`src/rtl/card_shoe_pkg.sv`:
```
// Shared types and constants for the card shoe: rank encoding, FSM states
// and the 1..13 wrap helper used by the rank pointer.
package card_pkg;

  typedef logic [3:0] card_t;

  localparam card_t CARD_NONE = 4'd0;
  localparam card_t CARD_ACE  = 4'd1;
  localparam card_t CARD_KING = 4'd13;
  localparam int    NUM_RANKS = 13;

  typedef enum logic {
    IDLE = 1'b0,
    SCAN = 1'b1
  } shoe_state_t;

  // Next rank in the circular order Ace..King, King wrapping back to Ace.
  function automatic card_t next_rank(input card_t r);
    return (r == CARD_KING) ? CARD_ACE : card_t'(r + 4'd1);
  endfunction

endpackage

```
`src/rtl/card_shoe_if.sv`:
```
// Request/deal bus between a consumer (hand logic or bench) and the shoe.
interface card_shoe_if
  import card_pkg::*;
#(
  parameter int CNT_W = 6
);
  logic             deal_req;
  logic             shuffle;
  card_t            card;
  logic             card_valid;
  logic             busy;
  logic             empty;
  logic [CNT_W-1:0] cards_left;

  // Consumer side: issues requests and shuffles, observes dealt cards.
  modport master (
    output deal_req, shuffle,
    input  card, card_valid, busy, empty, cards_left
  );

  // Shoe side.
  modport slave (
    input  deal_req, shuffle,
    output card, card_valid, busy, empty, cards_left
  );
endinterface

```
`src/rtl/card_shoe_rank_ptr.sv`:
```
// Rank pointer: circular 1..13 counter with an advance enable. Free-runs as
// the randomiser in IDLE and steps past depleted ranks during SCAN.
module rank_ptr
  import card_pkg::*;
(
  input  logic  clk,
  input  logic  resetb,
  input  logic  adv,
  output card_t ptr
);

  // Advance with wrap King -> Ace whenever enabled; starts at Ace.
  always_ff @(posedge clk or negedge resetb) begin
    if (!resetb) begin
      ptr <= CARD_ACE;
    end else if (adv) begin
      ptr <= next_rank(ptr);
    end
  end

endmodule

```
`src/rtl/card_shoe.sv`:
```
// Card shoe: per-rank remaining counts for NUM_DECKS decks, one card dealt
// per accepted request. The rank is chosen by a free-running pointer, so the
// draw depends on request timing; depleted ranks are skipped in SCAN.
module card_shoe
  import card_pkg::*;
#(
  parameter int NUM_DECKS = 1,
  parameter int CNT_W     = $clog2(52*NUM_DECKS+1)
) (
  input  logic        clk,
  input  logic        resetb,
  card_shoe_if.slave  bus
);

  localparam int RANK_MAX = 4 * NUM_DECKS;
  localparam int RW       = $clog2(RANK_MAX + 1);

  localparam logic [RW-1:0]    RANK_FULL = RW'(RANK_MAX);
  localparam logic [CNT_W-1:0] SHOE_FULL = CNT_W'(52 * NUM_DECKS);

  shoe_state_t      state_reg;
  card_t            card_reg;
  logic             card_valid_reg;
  logic [CNT_W-1:0] cards_left_reg;

  card_t            ptr;
  logic [RW-1:0]    count [NUM_RANKS];
  logic [RW-1:0]    count_sel;
  logic             empty_w;
  logic             accept;
  logic             hit;
  logic             ptr_adv;

  assign empty_w = (cards_left_reg == '0);

  // Remaining count of the rank currently under the pointer.
  always_comb begin
    count_sel = '0;
    for (int r = 0; r < NUM_RANKS; r++) begin
      if (ptr == card_t'(r + 1)) begin
        count_sel = count[r];
      end
    end
  end

  // Shuffle dominates: it drops a same-edge request and aborts a scan.
  assign accept  = (state_reg == IDLE) && bus.deal_req && !empty_w && !bus.shuffle;
  assign hit     = (state_reg == SCAN) && (count_sel != '0) && !bus.shuffle;
  // Pointer holds on an accepted request, on a hit and on shuffle.
  assign ptr_adv = !bus.shuffle &&
                   (((state_reg == IDLE) && !accept) ||
                    ((state_reg == SCAN) && (count_sel == '0)));

  rank_ptr u_rank_ptr (
    .clk    (clk),
    .resetb (resetb),
    .adv    (ptr_adv),
    .ptr    (ptr)
  );

  // One remaining-count register per rank; hit implies a non-zero count.
  genvar gi;
  generate
    for (gi = 0; gi < NUM_RANKS; gi++) begin : g_rank
      logic [RW-1:0] cnt_reg;

      // Refill on reset/shuffle, decrement when this rank is dealt.
      always_ff @(posedge clk or negedge resetb) begin
        if (!resetb) begin
          cnt_reg <= RANK_FULL;
        end else if (bus.shuffle) begin
          cnt_reg <= RANK_FULL;
        end else if (hit && (ptr == card_t'(gi + 1))) begin
          cnt_reg <= cnt_reg - RW'(1);
        end
      end

      assign count[gi] = cnt_reg;
    end
  endgenerate

  // Total remaining, kept equal to the sum of the per-rank counts.
  always_ff @(posedge clk or negedge resetb) begin
    if (!resetb) begin
      cards_left_reg <= SHOE_FULL;
    end else if (bus.shuffle) begin
      cards_left_reg <= SHOE_FULL;
    end else if (hit) begin
      cards_left_reg <= cards_left_reg - CNT_W'(1);
    end
  end

  // Deal FSM with registered card and one-cycle valid pulse.
  always_ff @(posedge clk or negedge resetb) begin
    if (!resetb) begin
      state_reg      <= IDLE;
      card_reg       <= CARD_NONE;
      card_valid_reg <= 1'b0;
    end else begin
      card_valid_reg <= 1'b0;
      if (bus.shuffle) begin
        state_reg <= IDLE;
        card_reg  <= CARD_NONE;
      end else begin
        case (state_reg)
          IDLE: begin
            if (accept) begin
              state_reg <= SCAN;
            end
          end
          SCAN: begin
            if (hit) begin
              card_reg       <= ptr;
              card_valid_reg <= 1'b1;
              state_reg      <= IDLE;
            end
          end
          default: state_reg <= IDLE;
        endcase
      end
    end
  end

  assign bus.card       = card_reg;
  assign bus.card_valid = card_valid_reg;
  assign bus.busy       = (state_reg == SCAN);
  assign bus.empty      = empty_w;
  assign bus.cards_left = cards_left_reg;

endmodule
```
`src/flat_wrapper.sv`:
```
// flat-port wrapper written by rule: the top's interface ports become plain ports
module card_shoe_flat import card_pkg::*;
#(
  parameter int NUM_DECKS = 1,
  parameter int CNT_W     = $clog2(52*NUM_DECKS+1)
)
  (clk, resetb, bus_deal_req, bus_shuffle, bus_card, bus_card_valid, bus_busy, bus_empty, bus_cards_left);
  card_shoe_if #(.CNT_W(CNT_W)) bus_i ();
  input  logic clk;
  input  logic resetb;
  input wire logic [$bits(bus_i.deal_req)-1:0] bus_deal_req;
  input wire logic [$bits(bus_i.shuffle)-1:0] bus_shuffle;
  output wire logic [$bits(bus_i.card)-1:0] bus_card;
  output wire logic [$bits(bus_i.card_valid)-1:0] bus_card_valid;
  output wire logic [$bits(bus_i.busy)-1:0] bus_busy;
  output wire logic [$bits(bus_i.empty)-1:0] bus_empty;
  output wire logic [$bits(bus_i.cards_left)-1:0] bus_cards_left;
  assign bus_i.deal_req = bus_deal_req;
  assign bus_i.shuffle = bus_shuffle;
  assign bus_card = bus_i.card;
  assign bus_card_valid = bus_i.card_valid;
  assign bus_busy = bus_i.busy;
  assign bus_empty = bus_i.empty;
  assign bus_cards_left = bus_i.cards_left;
  card_shoe #(.NUM_DECKS(NUM_DECKS), .CNT_W(CNT_W)) u_core (.clk(clk), .resetb(resetb), .bus(bus_i));
endmodule
```
`config.mk`:
```
export PLATFORM = sky130hd
export DESIGN_NAME = card_shoe_flat
export DESIGN_NICKNAME = d
export VERILOG_FILES = /design/src/rtl/card_shoe_pkg.sv /design/src/rtl/card_shoe_if.sv /design/src/rtl/card_shoe_rank_ptr.sv /design/src/rtl/card_shoe.sv /design/src/flat_wrapper.sv
export SDC_FILE = /design/constraint.sdc
export NUM_CORES = 1
export LEC_CHECK = 0
export ABC_AREA = 0
export BUFFER_PORTS_ARGS = -buffer_cell sky130_fd_sc_hd__buf_2
export CAP_MARGIN = 20
export CORE_MARGIN = 3
export CORE_UTILIZATION = 62
export DETAILED_ROUTE_END_ITERATION = 10
export GPL_TIMING_DRIVEN = 0
export MAX_ROUTING_LAYER = met4
export PLACE_DENSITY_LB_ADDON = 0.05
export REMOVE_ABC_BUFFERS = 1
export SLEW_MARGIN = 0
export SYNTH_ARGS = -nofsm -noshare
export SYNTH_HDL_FRONTEND = slang
export SYNTH_HIERARCHICAL = 1
export SYNTH_SLANG_ARGS = --single-unit
export TNS_END_PERCENT = 50
```
`constraint.sdc`:
```
create_clock -name clk -period 3.7 [get_ports clk]
set_input_delay 0.185 -clock clk [delete_from_list [all_inputs] [get_ports clk]]
set_output_delay 0.185 -clock clk [all_outputs]
set_load 0.01 [all_outputs]
```
---- Yosys cells after proc, flatten, opt, wreduce, memory -nomap -nowiden ----
Index checks and enable logic that the tools add are counted.
operators by class
  bitwise logic cells ..................... 1
  add/subtract/negate cells ............... 15
  shifts and indexed selects .............. 0
  multipliers ............................. 0
  order comparisons ....................... 0
  reductions and logical operators ........ 44
  div/mod/pow operators ................... 0
  equality and inequality tests ........... 13
  muxes and demuxes ....................... 52
operators with widths
  cell                                                                    count
  3-bit two-way mux                                                       39
  3-bit by 1-bit subtractor with 3-bit output (second input constant)     13
  2-bit nonzero test                                                      15
  4-bit equality test (second input constant)                             6
  1-bit logical AND                                                       21
  4-bit by 3-bit equality test with 1-bit output (second input constant)  4
  4-bit two-way mux                                                       4
  6-bit two-way mux                                                       2
  4-bit by 2-bit equality test with 1-bit output (second input constant)  2
  6-bit zero test                                                         1
  1-bit two-way mux                                                       6
  6-bit by 1-bit subtractor with 6-bit output (second input constant)     1
  4-bit by 1-bit adder with 4-bit output (second input constant)          1
  4-bit by 1-bit equality test with 1-bit output (second input constant)  1
  1-bit zero test                                                         3
  3-bit zero test                                                         1
  3-bit nonzero test                                                      1
  1-bit case mux with 2 select lines                                      1
  2-bit AND reduction                                                     1
  1-bit logical OR                                                        1
  1-bit NOT                                                               1
storage, ports and cells
  bits of input ports ..................... 4
  flip-flop bits (word level) ............. 55
  memories ................................ 0
  latch bits .............................. 0
  ROM bits ................................ 0
  logic and storage cells ................. 143
  bits in writable memories ............... 0

---- Logic depth before layout (Yosys ltp) ----
Gate-level depths: netlist of run 1.
  word-level depth ........................ 20
  gate-level depth with buffers ........... 12

---- Modules after synthesis ----
Netlist of run 1, hierarchy kept.
modules (own cells, without submodules)
  module     cells an instance  times used  area each (um^2)
  card_shoe  387                1           3,593.4
  rank_ptr   16                 1           190.2

---- Least setup slack after synthesis of run 1 ----
No wires, ideal clock.
  kind .................................... register -> register
  start point ............................. register u_core.u_rank_ptr.ptr[0]
  end point ............................... register u_core.u_rank_ptr.ptr[1]
  cell stages (with the launch flop) ...... 12
  path slack .............................. 0.857 ns
  library setup time ...................... 0.125 ns
  period minus slack after synthesis ...... 2.843 ns
  path buffers ............................ 3
  arrival time ............................ 2.719 ns
  required time ........................... 3.575 ns
  cell sequence ........................... dfstp_2 buf_4 buf_6 nand2_1 o32a_1 o211a_4 o31ai_1 buf_4 a21oi_2 nor3_1 and2_4 mux2_2
on the way
  cells in the longest elaborated chain, start to end .. 18
RTL lines
  what                                            line                      RTL
  start, declared                                 card_shoe_rank_ptr.sv:9   output card_t ptr
  start signal, assigned                          card_shoe_rank_ptr.sv:17  ptr <= next_rank(ptr);
  4-bit by 1-bit equality test with 1-bit output  card_shoe.sv:40           if (ptr == card_t'(r + 1)) begin
  3-bit two-way mux (12 in a row)                 card_shoe.sv:40
  3-bit two-way mux *                             card_shoe.sv:40
  3-bit zero test *                               card_shoe.sv:52           ((state_reg == SCAN) && (count_sel == '0)));
  1-bit logical AND *                             card_shoe.sv:52
  1-bit logical OR *                              card_shoe.sv:51           (((state_reg == IDLE) && !accept) ||
  1-bit logical AND *                             card_shoe.sv:50           assign ptr_adv = !bus.shuffle &&
  via u_core.ptr_adv                              card_shoe.sv:32           logic ptr_adv;
The timed path passes the listed nets; every way through them passes the cells marked *.
A chain may end at the register's enable or synchronous reset.

---- Worst setup path after layout of run 1 ----
  start point ............................. register u_core.u_rank_ptr.ptr[1]
  end point ............................... register u_core.u_rank_ptr.ptr[1]
The elaborated chain is that of the path after synthesis.

==> results of run 1 <==
[Yosys cell counts (all sizes together), types with 12 or more instances]
| master | number | area share (%) |
|---|---|---|
| dfstp | 17 | 12 |
| nor2b | 22 | 3.6 |
| a211oi | 22 | 5.2 |
| buf | 17 | 3.3 |
| o211ai | 19 | 4.0 |
| ha | 15 | 5.0 |
| a21oi | 17 | 2.3 |
| inv | 31 | 3.1 |
| nor3 | 12 | 1.9 |
| mux2 | 19 | 5.8 |
| dfrtp | 38 | 25 |
| nand2 | 19 | 1.9 |
| nor2 | 60 | 6.3 |
| mux2i | 19 | 5.0 |
[timing repair]
action                     in CTS  in global routing
setup buffers                   0                  4
hold buffers                    1                  0
cloned                          1                  0
gates resized for setup         2                  1
setup endpoints to repair       4                  3
pin swaps                       1                  1
hold endpoints to repair       12                  0
[path summary, 6_finish.rpt]
check / depth (start not counted) / endpoint / startpoint
min in group asynchronous: 2 / u_core/bus.cards_left[1] / resetb
hold reg to reg: 2 / u_core/g_rank[4].cnt_reg[2] / u_core/g_rank[4].cnt_reg[2]
hold / removal: 3 / u_core/bus.busy / bus_deal_req
max in group asynchronous: 3 / u_core/g_rank[10].cnt_reg[2] / resetb
setup / recovery: 8 / u_core/u_rank_ptr/ptr[1] / u_core/u_rank_ptr/ptr[1]
setup reg to reg: 8 / u_core/u_rank_ptr/ptr[1] / u_core/u_rank_ptr/ptr[1]
[area by class of cell]
type | instances | area [µm²] | area share (%)
clock inverter | 1 | 7.51 | 0.187
tap | 72 | 90.1 | 2.25
inverter | 31 | 116 | 2.90
sequential | 55 | 1400 | 35.0
timing repair buffer | 23 | 160 | 4.00
clock buffer | 7 | 96.3 | 2.40
multi-input combinational | 291 | 2130 | 53.2
[stage by stage]
step	cell area (µm²)	hold slack, ps	TNS [ps]	utilization (%)	setup slack (ps)
2_1_floorplan	3620	-111	-1760	-	-582
3_3_place_gp	3790	492	-33280	66.4	-1870
3_5_place_dp	3850	206	-1010	67.4	-379
4_1_cts	3980	195	0	69.6	31.3
5_1_grt	4010	190	0	70.2	112
6_report	4010	201	0	70.2	347
[kinds of logic after synthesis]
logic type,after synthesis,share of synthesized area (%)
AOI/OAI and AO/OA,84,18.1
muxes,39,11.4
and+or+nand+nor,147,20.1
adders and majority gates,15,4.96
xor gates and xnor gates,5,1.16
buffers and inverters,58,7.34
DFF,55,36.9
[power breakdown]
| part | switching, µW | internal, µW | leakage, µW | total (µW) |
|---|---|---|---|---|
| sequential | 242 | 710 | 0.000697 | 952 |
| combinational | 774 | 474 | 0.000861 | 1250 |
| clock | 201 | 171 | 0.0000505 | 371 |
[per-layer routing]
| layer | track usage, % | vias to the layer above | share of wire, % |
|---|---|---|---|
| li1 | - | 1425 | - |
| met1 | 30.8 | 1413 | 44 |
| met2 | 40.5 | 75 | 49 |
| met3 | 4.24 | 16 | 4.8 |
| met4 | 9.21 | 0 | 2.0 |
| met5 | - | - | 0 |
[worst reg2reg max path: stages, from the launching register on]
cell,delay (ps)
dfrtp_2,780
mux2i_1,290
mux4_2,310
nor2_4,50
nor2_4,550
a21oi_2,270
nor3_1,440
and2_4,240
mux2_2,320
==> impl_results.md, run 1 <==
- Area delta synth->final: 5.95%
- Worst VDD drop: 0.402 mV
- Worst Setup End Kind: flip-flop
- Critical Path Start Type: flip-flop
- Clock tree buffer depth: 2
- Most used DFF post-synth: dfrtp_1
- Final non-filler cell total: 480
- Largest net degree at the start of global routing: 44
- Fill cells: 450
- Critical path's largest stage delay: 780 ps
- CP Class: flip-flop to flip-flop
- Global-route wire length before repair: 13800 µm
- Final setup violation count: 0
- Routed len/inst: 17.2 µm
- Antenna violations before repair: 0
- Die Footprint: 0.00708 mm²
- Antenna Cells: 0
- Fin. Hold Viols: 0
- All-Layer GR Usage: 24.8%
- Post-synth EDFFs: 0
- Layout cells sized above 1: 21.3%
- TritonCTS Buffers: 5
- Mapped Area: 0.00378 mm²
- Synth unique cells: 58
- Required @ worst endpoint: 3900 ps
- Worst endpoint data arrival time: 3560 ps
- DP Cell Count: 466
- Worst clock skew: 9.33 ps
- Critical path's top delay family: simple AND/OR/NAND/NOR gates
- Final HPWL DP: 5510 µm
- I/O pins: 17
- WL final: 8250 µm
- Fin. max-slew vios: 0
- Iter 0 DRT Violations: 195
- Clock-pin slew on the worst setup and hold paths: 100 ps
- H-tree levels: 2
- Maxcap violations: 0
- Grt ovf: 0
- Vias in the first global route: 2939
- DRC: 0
- Final RePlAce weighted congestion: 0.888
- Clk root buf: clkbuf_8
- Peak Freq: 0.298 GHz
- RSZ-0062 raised after global routing: false
- Leakage: 0.00161 µW
- Flop2flop setup slack: 350 ps
- Synth Register Bits: 55
- ANT nets after route: 0
- Critical-path top delay cell: dfrtp_2
- Die H: 84.1 µm
- Clock sinks: 55
- # rows: 27
- Worst Path Max Fanout: 31
- Initial core utilization: 66.3%
- Most frequent CP cell: nor2_4
- Most frequent cells in the layout: nor2_1 (58), dfrtp_1 (36), inv_1 (31)
- Core box area: 0.00571 mm²
- Synth Instances: 403
- Status: complete, no violations
- Synth Area per Inst: 9.39 µm²
- Crit-path cells: mux2i_1 > mux4_2 > nor2_4 > nor2_4 > a21oi_2 > nor3_1 > and2_4 > mux2_2
- Clock Latency Late Sink: 310 ps
- PwrDens: 641 mW/mm²
- Die width: 84.1 µm
- Most common cell after layout, fill and taps aside: nor2_1
- YS warnings: 6
- Bufs and invs on worst path: 0
- HP Class: primary input to flip-flop
- CTS tree: done
- Max FFs per register: 39
- Nets@finish: 426
- DRT Pass-1 Iters: 4
- Via Count: 2929
- Post-synthesis sequential area ratio: 36.9%
- Port bufs: 16
- Tmin final: 3350 ps
- Tot Pwr: 2570 µW
- Least-Margin Pin Slew: 990 ps
- FFs w/ async S/R, synth: 100%
- Vias per std cell: 6.10
- Fin crit share: 90.6%
- Slew headroom: 33.9%
Note: power is estimated with default switching activity, not from simulation.
==> inputs of run 2 (changes only) <==
--- a/config.mk
+++ b/config.mk
@@ -9,7 +9,7 @@
 export BUFFER_PORTS_ARGS = -buffer_cell sky130_fd_sc_hd__buf_2
 export CAP_MARGIN = 20
 export CORE_MARGIN = 3
-export CORE_UTILIZATION = 62
+export CORE_UTILIZATION = 41
 export DETAILED_ROUTE_END_ITERATION = 10
 export GPL_TIMING_DRIVEN = 0
 export MAX_ROUTING_LAYER = met4
==> run 2 against run 1 <==
- routed wire length up 3.9%
- die area rose by 47%
- hold slack got worse by 38 ps
- setup slack lost 130 ps
- fmax fell by 3.7%
- flip-flop and latch count unchanged
- sequential power about the same
- critical endpoint unchanged
==> impl_results.md, run 2 (synthesized netlist as in run 1, its figures left out) <==
- Post-placement cell area: 0.00392 mm² (+1.9%)
- Fin. Hold Viols: 0 (unchanged)
- Clock tree buffer depth: 2 (unchanged)
- DRC: 0 (unchanged)
- Die Footprint: 0.0104 mm² (+47%)
- Antenna violations before repair: 0 (unchanged)
- Worst endpoint data arrival time: 3700 ps (+140 ps)
- Grt ovf: 0 (unchanged)
- Antenna Cells: 0 (unchanged)
- DRT Pass-1 Iters: 4 (unchanged)
- DP Cell Count: 503 (+7.9%)
- Final non-filler cell total: 512 (+6.7%)
- Fill cells: 888 (+97%)
- Clock Latency Late Sink: 320 ps (about the same)
- Global-route wire length before repair: 14500 µm (+5.5%)
- Worst clock skew: 17.4 ps (+8.05 ps)
- H-tree levels: 2 (unchanged)
- Crit-path cells: nand2_1 > o32a_1 > o211a_4 > o31ai_4 > buf_16 > a21oi_2 > nor3_1 > and2_4 > mux2_2
- Clk root buf: clkbuf_8
- I/O pins: 17 (unchanged)
- Tmin final: 3480 ps (+130 ps)
- Critical-path top delay cell: dfstp_4
- Critical path's largest stage delay: 830 ps (+50 ps)
- PwrDens: 628 mW/mm² (-2.1%)
- Peak Freq: 0.287 GHz (-3.7%)
- TritonCTS Buffers: 5 (unchanged)
- Most common cell after layout, fill and taps aside: nor2_1
- Layout cells sized above 1: 20.5% (-0.78 points)
- ANT nets after route: 0 (unchanged)
- HP Class: primary input to flip-flop
- Clock-pin slew on the worst setup and hold paths: 110 ps (about the same)
- Post-CTS Setup Bufs: 0 (unchanged)
- Die H: 102 µm (+21%)
- # rows: 34 (+26%)
- Fin area: 0.00403 mm² (+0.44%)
- Final setup violation count: 0 (unchanged)
- Leakage: 0.00159 µW (-1.2%)
- Critical Path Start Type: flip-flop
- Maxcap violations: 0 (unchanged)
- Bufs and invs on worst path: 1 (+1)
- Nets@finish: 422 (-0.94%)
- Worst hold slack: 163 ps (-38.1 ps)
- Slew headroom: 33.3% (-0.63 points)
- All-Layer GR Usage: 18.0% (-6.8 points)
- Worst VDD drop: 0.300 mV (-25%)
- Die width: 102 µm (+21%)
- Worst Path Max Fanout: 30 (-3.2%)
- Max FFs per register: 39 (unchanged)
- Setup TNS: 0 ps (unchanged)
- Final HPWL DP: 5720 µm (+3.7%)
- Worst Setup End Kind: flip-flop
- Reg2Reg Depth: 9 (+1)
- Core box area: 0.00885 mm² (+55%)
- Cell depth of the worst hold path: 3 (unchanged)
- Status: complete, no violations
- Critical path's top delay family: compound AO/OA/AOI/OAI gates
- CTS tree: done
- Vias in the first global route: 2772 (-5.7%)
- Port bufs: 16 (unchanged)
- Levels on crit path: 9 (+1)
- Vias per std cell: 5.56 (-8.8%)
- Fin. max-slew vios: 0 (unchanged)
- Clock sinks: 55 (unchanged)
- Iter 0 DRT Violations: 123 (-37%)
- Most frequent cells in the layout: nor2_1 (58), dfrtp_1 (36), inv_1 (31)
- Initial core utilization: 42.8% (-24 points)
- Largest net degree at the start of global routing: 56 (+27%)
- Final RePlAce weighted congestion: 0.792 (-11%)
- Least-Margin Pin Slew: 1000 ps (+9.41 ps)
- CP Class: flip-flop to flip-flop
- Fin crit share: 94.1% (+3.5 points)
- RSZ-0062 raised after global routing: false
- Final Core Density: 45.5% (-25 points)
- Routed len/inst: 16.7 µm (-2.6%)
- Required @ worst endpoint: 3920 ps (+20 ps)
- Via Count: 2848 (-2.8%)
- WL final: 8580 µm (+3.9%)
- Area delta synth->final: 6.42%
[run 2: cell types whose count changed in the layout (fill, tap and decap cells not counted), sizes merged]
cell      change
buf           -3
clkinv        +1
clkinvlp      +1
clkbuf        -2
o31ai         -1
[run 2: report_power, final]
part	total (µW)	leakage, µW	internal (µW)	switching [µW]
Sequential	955	0.000698	713	243
Clock	346	0.0000402	133	214
Combinational	1230	0.000852	471	756
Total	2530	0.00159	1320	1210
[run 2: repair_timing]
| item | in CTS | in global routing |
|---|---|---|
| endpoints found under the hold margin | 17 | 0 |
| hold buffers | 1 | 0 |
| cloned | 0 | 0 |
| gates resized for setup | 2 | 2 |
| endpoints found under the setup margin | 3 | 3 |
[run 2: path summary, 6_finish.rpt]
path | from | to | slack [ps]
max | u_core/u_rank_ptr/ptr[0] | u_core/u_rank_ptr/ptr[1] | 220
min | bus_deal_req | u_core/bus.busy | 160
max reg2reg | u_core/u_rank_ptr/ptr[0] | u_core/u_rank_ptr/ptr[1] | 220
min reg2reg | u_core/g_rank[0].cnt_reg[2] | u_core/g_rank[0].cnt_reg[2] | 520
max in group asynchronous | resetb | u_core/g_rank[5].cnt_reg[2] | 2640
min in group asynchronous | resetb | u_core/bus.busy | 390
[run 2: layer usage]
metal,global-route usage (%),wire [µm],share of wire (%),vias up
li1,-,-,-,1415
met1,24.7,4200,49,1386
met2,28.8,4100,48,41
met3,2.46,223,2.6,6
met4,3.33,57,0.66,0
met5,-,0,0,-
[run 2: cell type report]
class	instances	area [µm²]	area share, %
Clock buffer	5	68.8	1.71
Clock inverter	3	20.0	0.497
Inverter	31	116	2.89
Multi-Input combinational cell	290	2120	52.7
Sequential cell	55	1410	34.9
Tap cell	108	135	3.36
Timing Repair Buffer	20	158	3.92
[run 2: metrics by stage]
stage	setup slack (ps)	power, µW
2_1_floorplan	-582	1700
3_3_place_gp	-2270	2100
3_5_place_dp	-166	2200
4_1_cts	8.16	2570
5_1_grt	7.80	2730
6_report	217	2530
[run 2: worst register-to-register path: cells and delay by family, from the launching register on]
| kind | cells | cell delay (ps) |
|---|---|---|
| flops | 1 | 830 |
| mux | 1 | 320 |
| compound gates | 4 | 1060 |
| buf+inv | 1 | 210 |
| simple gates | 3 | 970 |
==> inputs of run 3 (changes only) <==
--- a/config.mk
+++ b/config.mk
@@ -9,7 +9,7 @@
 export BUFFER_PORTS_ARGS = -buffer_cell sky130_fd_sc_hd__buf_2
 export CAP_MARGIN = 20
 export CORE_MARGIN = 3
-export CORE_UTILIZATION = 41
+export CORE_UTILIZATION = 25
 export DETAILED_ROUTE_END_ITERATION = 10
 export GPL_TIMING_DRIVEN = 0
 export MAX_ROUTING_LAYER = met4
@@ -18,6 +18,5 @@
 export SLEW_MARGIN = 0
 export SYNTH_ARGS = -nofsm -noshare
 export SYNTH_HDL_FRONTEND = slang
-export SYNTH_HIERARCHICAL = 1
 export SYNTH_SLANG_ARGS = --single-unit
 export TNS_END_PERCENT = 50
==> run 3 against run 2 <==
- die area grew 47%
- synthesized area fell by 8.4%
- largest cell class unchanged
- fmax rose by 7.8%
- sequential power increased by 1%
- cell area shrank 3.4%
- non-clock buffer count unchanged
- largest power group unchanged
- combinational power decreased by 9%
- synthesized cell count fell by 6.0%
- setup slack gained 250 ps
- flip-flop and latch count stayed put
- core utilization shrank 16 points
==> impl_results.md, run 3 <==
- Grt ovf: 0 (unchanged)
- CP Class: flip-flop to flip-flop
- Critical path's top delay family: simple AND/OR/NAND/NOR gates
- Synth top cells by count: nor2_1 (54), dfrtp_1 (38), inv_1 (32), or3_1 (21), nand3_1 (18)
- Final RePlAce weighted congestion: 0.694 (-12%)
- Slew headroom: 34.3% (+1.0 points)
- Antenna Cells: 0 (unchanged)
- Tmin final: 3230 ps (-253 ps)
- Global-route wire length before repair: 14900 µm (+2.4%)
- CTS tree: done
- Worst Setup End Kind: flip-flop
- Post-synth EDFFs: 0 (unchanged)
- Final setup violation count: 0 (unchanged)
- Die width: 124 µm (+21%)
- Reg area: 0.00140 mm² (-0.36%)
- Fin crit share: 87.3% (-6.9 points)
- Most common cell after layout, fill and taps aside: nor2_1
- H-tree levels: 2 (unchanged)
- Most frequent cells in the layout: nor2_1 (54), dfrtp_1 (38), inv_1 (32)
- Core box area: 0.0134 mm² (+51%)
- YS warnings: 0 (-6)
- Most common cell in the synthesized netlist: nor2_1
- Fin. Hold Viols: 0 (unchanged)
- Tot Pwr: 2660 µW (+5.4%)
- Routed len/inst: 15.4 µm (-8.0%)
- Post-synth top area share: 27.4% (+2.3 points)
- DRT Pass-1 Iters: 4 (unchanged)
- Fin. max-slew vios: 0 (unchanged)
- Synth Register Bits: 55 (unchanged)
- WL final: 8620 µm (+0.49%)
- Layout cells sized above 1: 15.7% (-4.9 points)
- Initial core utilization: 25.9% (-17 points)
- FFs w/ async S/R, synth: 100% (unchanged)
- Crit-path cells: nand2b_1 > nor3_1 > a311oi_1 > o31ai_4 > a22oi_4 > buf_16 > nor4b_2 > mux2_1
- Clk root buf: clkbuf_16
- Via Count: 2665 (-6.4%)
- Post-CTS Setup Bufs: 0 (unchanged)
- Critical path's largest stage delay: 940 ps (+110 ps)
- Iter 0 DRT Violations: 123 (unchanged)
- Status: complete, no violations
- Clock tree buffer depth: 2 (unchanged)
- Max FFs per register: 39 (unchanged)
- Vias per std cell: 4.77 (-14%)
- Clock sinks: 55 (unchanged)
- Die H: 124 µm (+21%)
- Mapped Area: 0.00347 mm² (-8.4%)
- Die Footprint: 0.0153 mm² (+47%)
- Bufs and invs on worst path: 1 (unchanged)
- Port bufs: 16 (unchanged)
- Worst clock skew: 8.58 ps (-8.80 ps)
- Least-Margin Pin Slew: 985 ps (-14.8 ps)
- All-Layer GR Usage: 13.0% (-5.0 points)
- Area delta synth->final: 12.2%
- Largest area contributor in the netlist: dfrtp_1
- DRC: 0 (unchanged)
- Most used DFF post-synth: dfrtp_1
- Fill cells: 1432 (+61%)
- Synth unique cells: 61 (+5.2%)
- Worst Path Max Fanout: 26 (-13%)
- # rows: 42 (+24%)
- Final HPWL DP: 5420 µm (-5.2%)
- DP Cell Count: 549 (+9.1%)
- Clock-pin slew on the worst setup and hold paths: 80 ps (-30 ps)
- Required @ worst endpoint: 3890 ps (-30 ps)
- Antenna violations before repair: 0 (unchanged)
- Peak Freq: 0.310 GHz (+7.8%)
- Final non-filler cell total: 559 (+9.2%)
- Synth Area per Inst: 9.14 µm² (-2.6%)
- Leakage: 0.00157 µW (-1.1%)
- Worst endpoint data arrival time: 3420 ps (-280 ps)
- Clock Latency Late Sink: 310 ps (about the same)
- Nets@finish: 401 (-5.0%)
- Critical Path Start Type: flip-flop
- HP Class: primary input to flip-flop
- RSZ-0062 raised after global routing: false
- Largest net degree at the start of global routing: 56 (unchanged)
- Worst VDD drop: 0.329 mV (+9.6%)
- Largest cells by area after synthesis: dfrtp_1 (27%), dfstp_2 (13%), nor2_1 (5.8%), ha_1 (5.4%), mux2_1 (4.2%)
- Maxcap violations: 0 (unchanged)
- ANT nets after route: 0 (unchanged)
- Multi-input gate area: 0.00179 mm² (-16%)
- Critical-path top delay cell: dfrtp_1
- Vias in the first global route: 2795 (+0.83%)
- TritonCTS Buffers: 5 (unchanged)
- Post-synthesis sequential area ratio: 40.3% (+3.4 points)
- I/O pins: 17 (unchanged)
- Synth Instances: 379 (-6.0%)
- PwrDens: 685 mW/mm² (+9.1%)
run 3: changes by cell type after synthesis, moves of 7 or more:
cell,before,now
o211ai_1,17,5
mux2_2,8,1
or3_1,2,21
nor2b_1,22,5
o21ai_1,0,16
mux2i_1,19,7
a211oi_1,16,2
nand3_1,9,18
run 3: timing repair:
item / CTS / global route
hold endpoints to repair: 19 / 0
setup endpoints to repair: 0 / 1
hold buffers: 1 / 0
gates resized for setup: 0 / 1
run 3: tightest hold or removal path: stages:
cell     delay [ps]
buf_2            90
nor3b_1         140
a21oi_1         110
nor2_1           40
run 3: cell type report:
type | instances | share of cell area, %
Inverter | 34 | 3.28
Tap cell | 176 | 5.66
Multi-Input combinational cell | 266 | 46.0
Clock buffer | 6 | 3.57
Sequential cell | 55 | 36.0
Timing Repair Buffer | 20 | 4.51
Clock inverter | 2 | 0.901
run 3: stage by stage:
step	area [µm²]	hold slack (ps)	util, %	setup WS [ps]	TNS, ps
6_report	3890	296	29.0	471	0
5_1_grt	3890	335	29.0	180	0
4_1_cts	3860	288	28.8	108	0
3_5_place_dp	3670	326	27.4	121	0
3_3_place_gp	3610	496	27.0	-736	-22250
2_1_floorplan	3310	-111	-	265	0
run 3: cell families after synthesis:
kind of cell    count (synthesis)  share of synthesized area [%]
simple gates                  155                           24.1
compound gates                 67                           13.4
mux                            22                           7.00
flops                          55                           40.3
buf+inv                        58                           8.05
fa+ha+maj                      15                           5.42
xor+xnor                        7                           1.77
run 3: path summary, 6_finish.rpt:
| path | slack (ps) | end | startpoint | depth (start not counted) |
|---|---|---|---|---|
| worst min-delay path | 300 | u_core.bus.busy | bus_deal_req | 4 |
| worst min register to register | 510 | u_core.g_rank[3].cnt_reg[2] | u_core.g_rank[3].cnt_reg[2] | 2 |
| max in group asynchronous | 2680 | u_core.g_rank[3].cnt_reg[1] | resetb | 2 |
| min in group asynchronous | 480 | u_core.g_rank[6].cnt_reg[1] | resetb | 2 |
| worst max register to register | 470 | u_core.g_rank[0].cnt_reg[1] | u_core.u_rank_ptr.ptr[1] | 8 |
| worst max-delay path | 470 | u_core.g_rank[0].cnt_reg[1] | u_core.u_rank_ptr.ptr[1] | 8 |
run 3: per-layer routing:
metal  part of all wire [%]  wire length, µm  vias to the layer above  track usage [%]
li1                       -                -                     1333                -
met4                    1.3              108                        0             3.53
met3                    3.6              312                        5             2.91
met5                      0                0                        -                -
met1                     50             4270                     1288             16.7
met2                     46             3930                       39             20.5
run 3: where the power goes:
part | switching (µW) | total (µW) | leakage (µW) | internal (µW)
clock | 241 | 579 | 0.0000868 | 338
sequential | 242 | 968 | 0.000700 | 726
combinational | 634 | 1120 | 0.000787 | 484
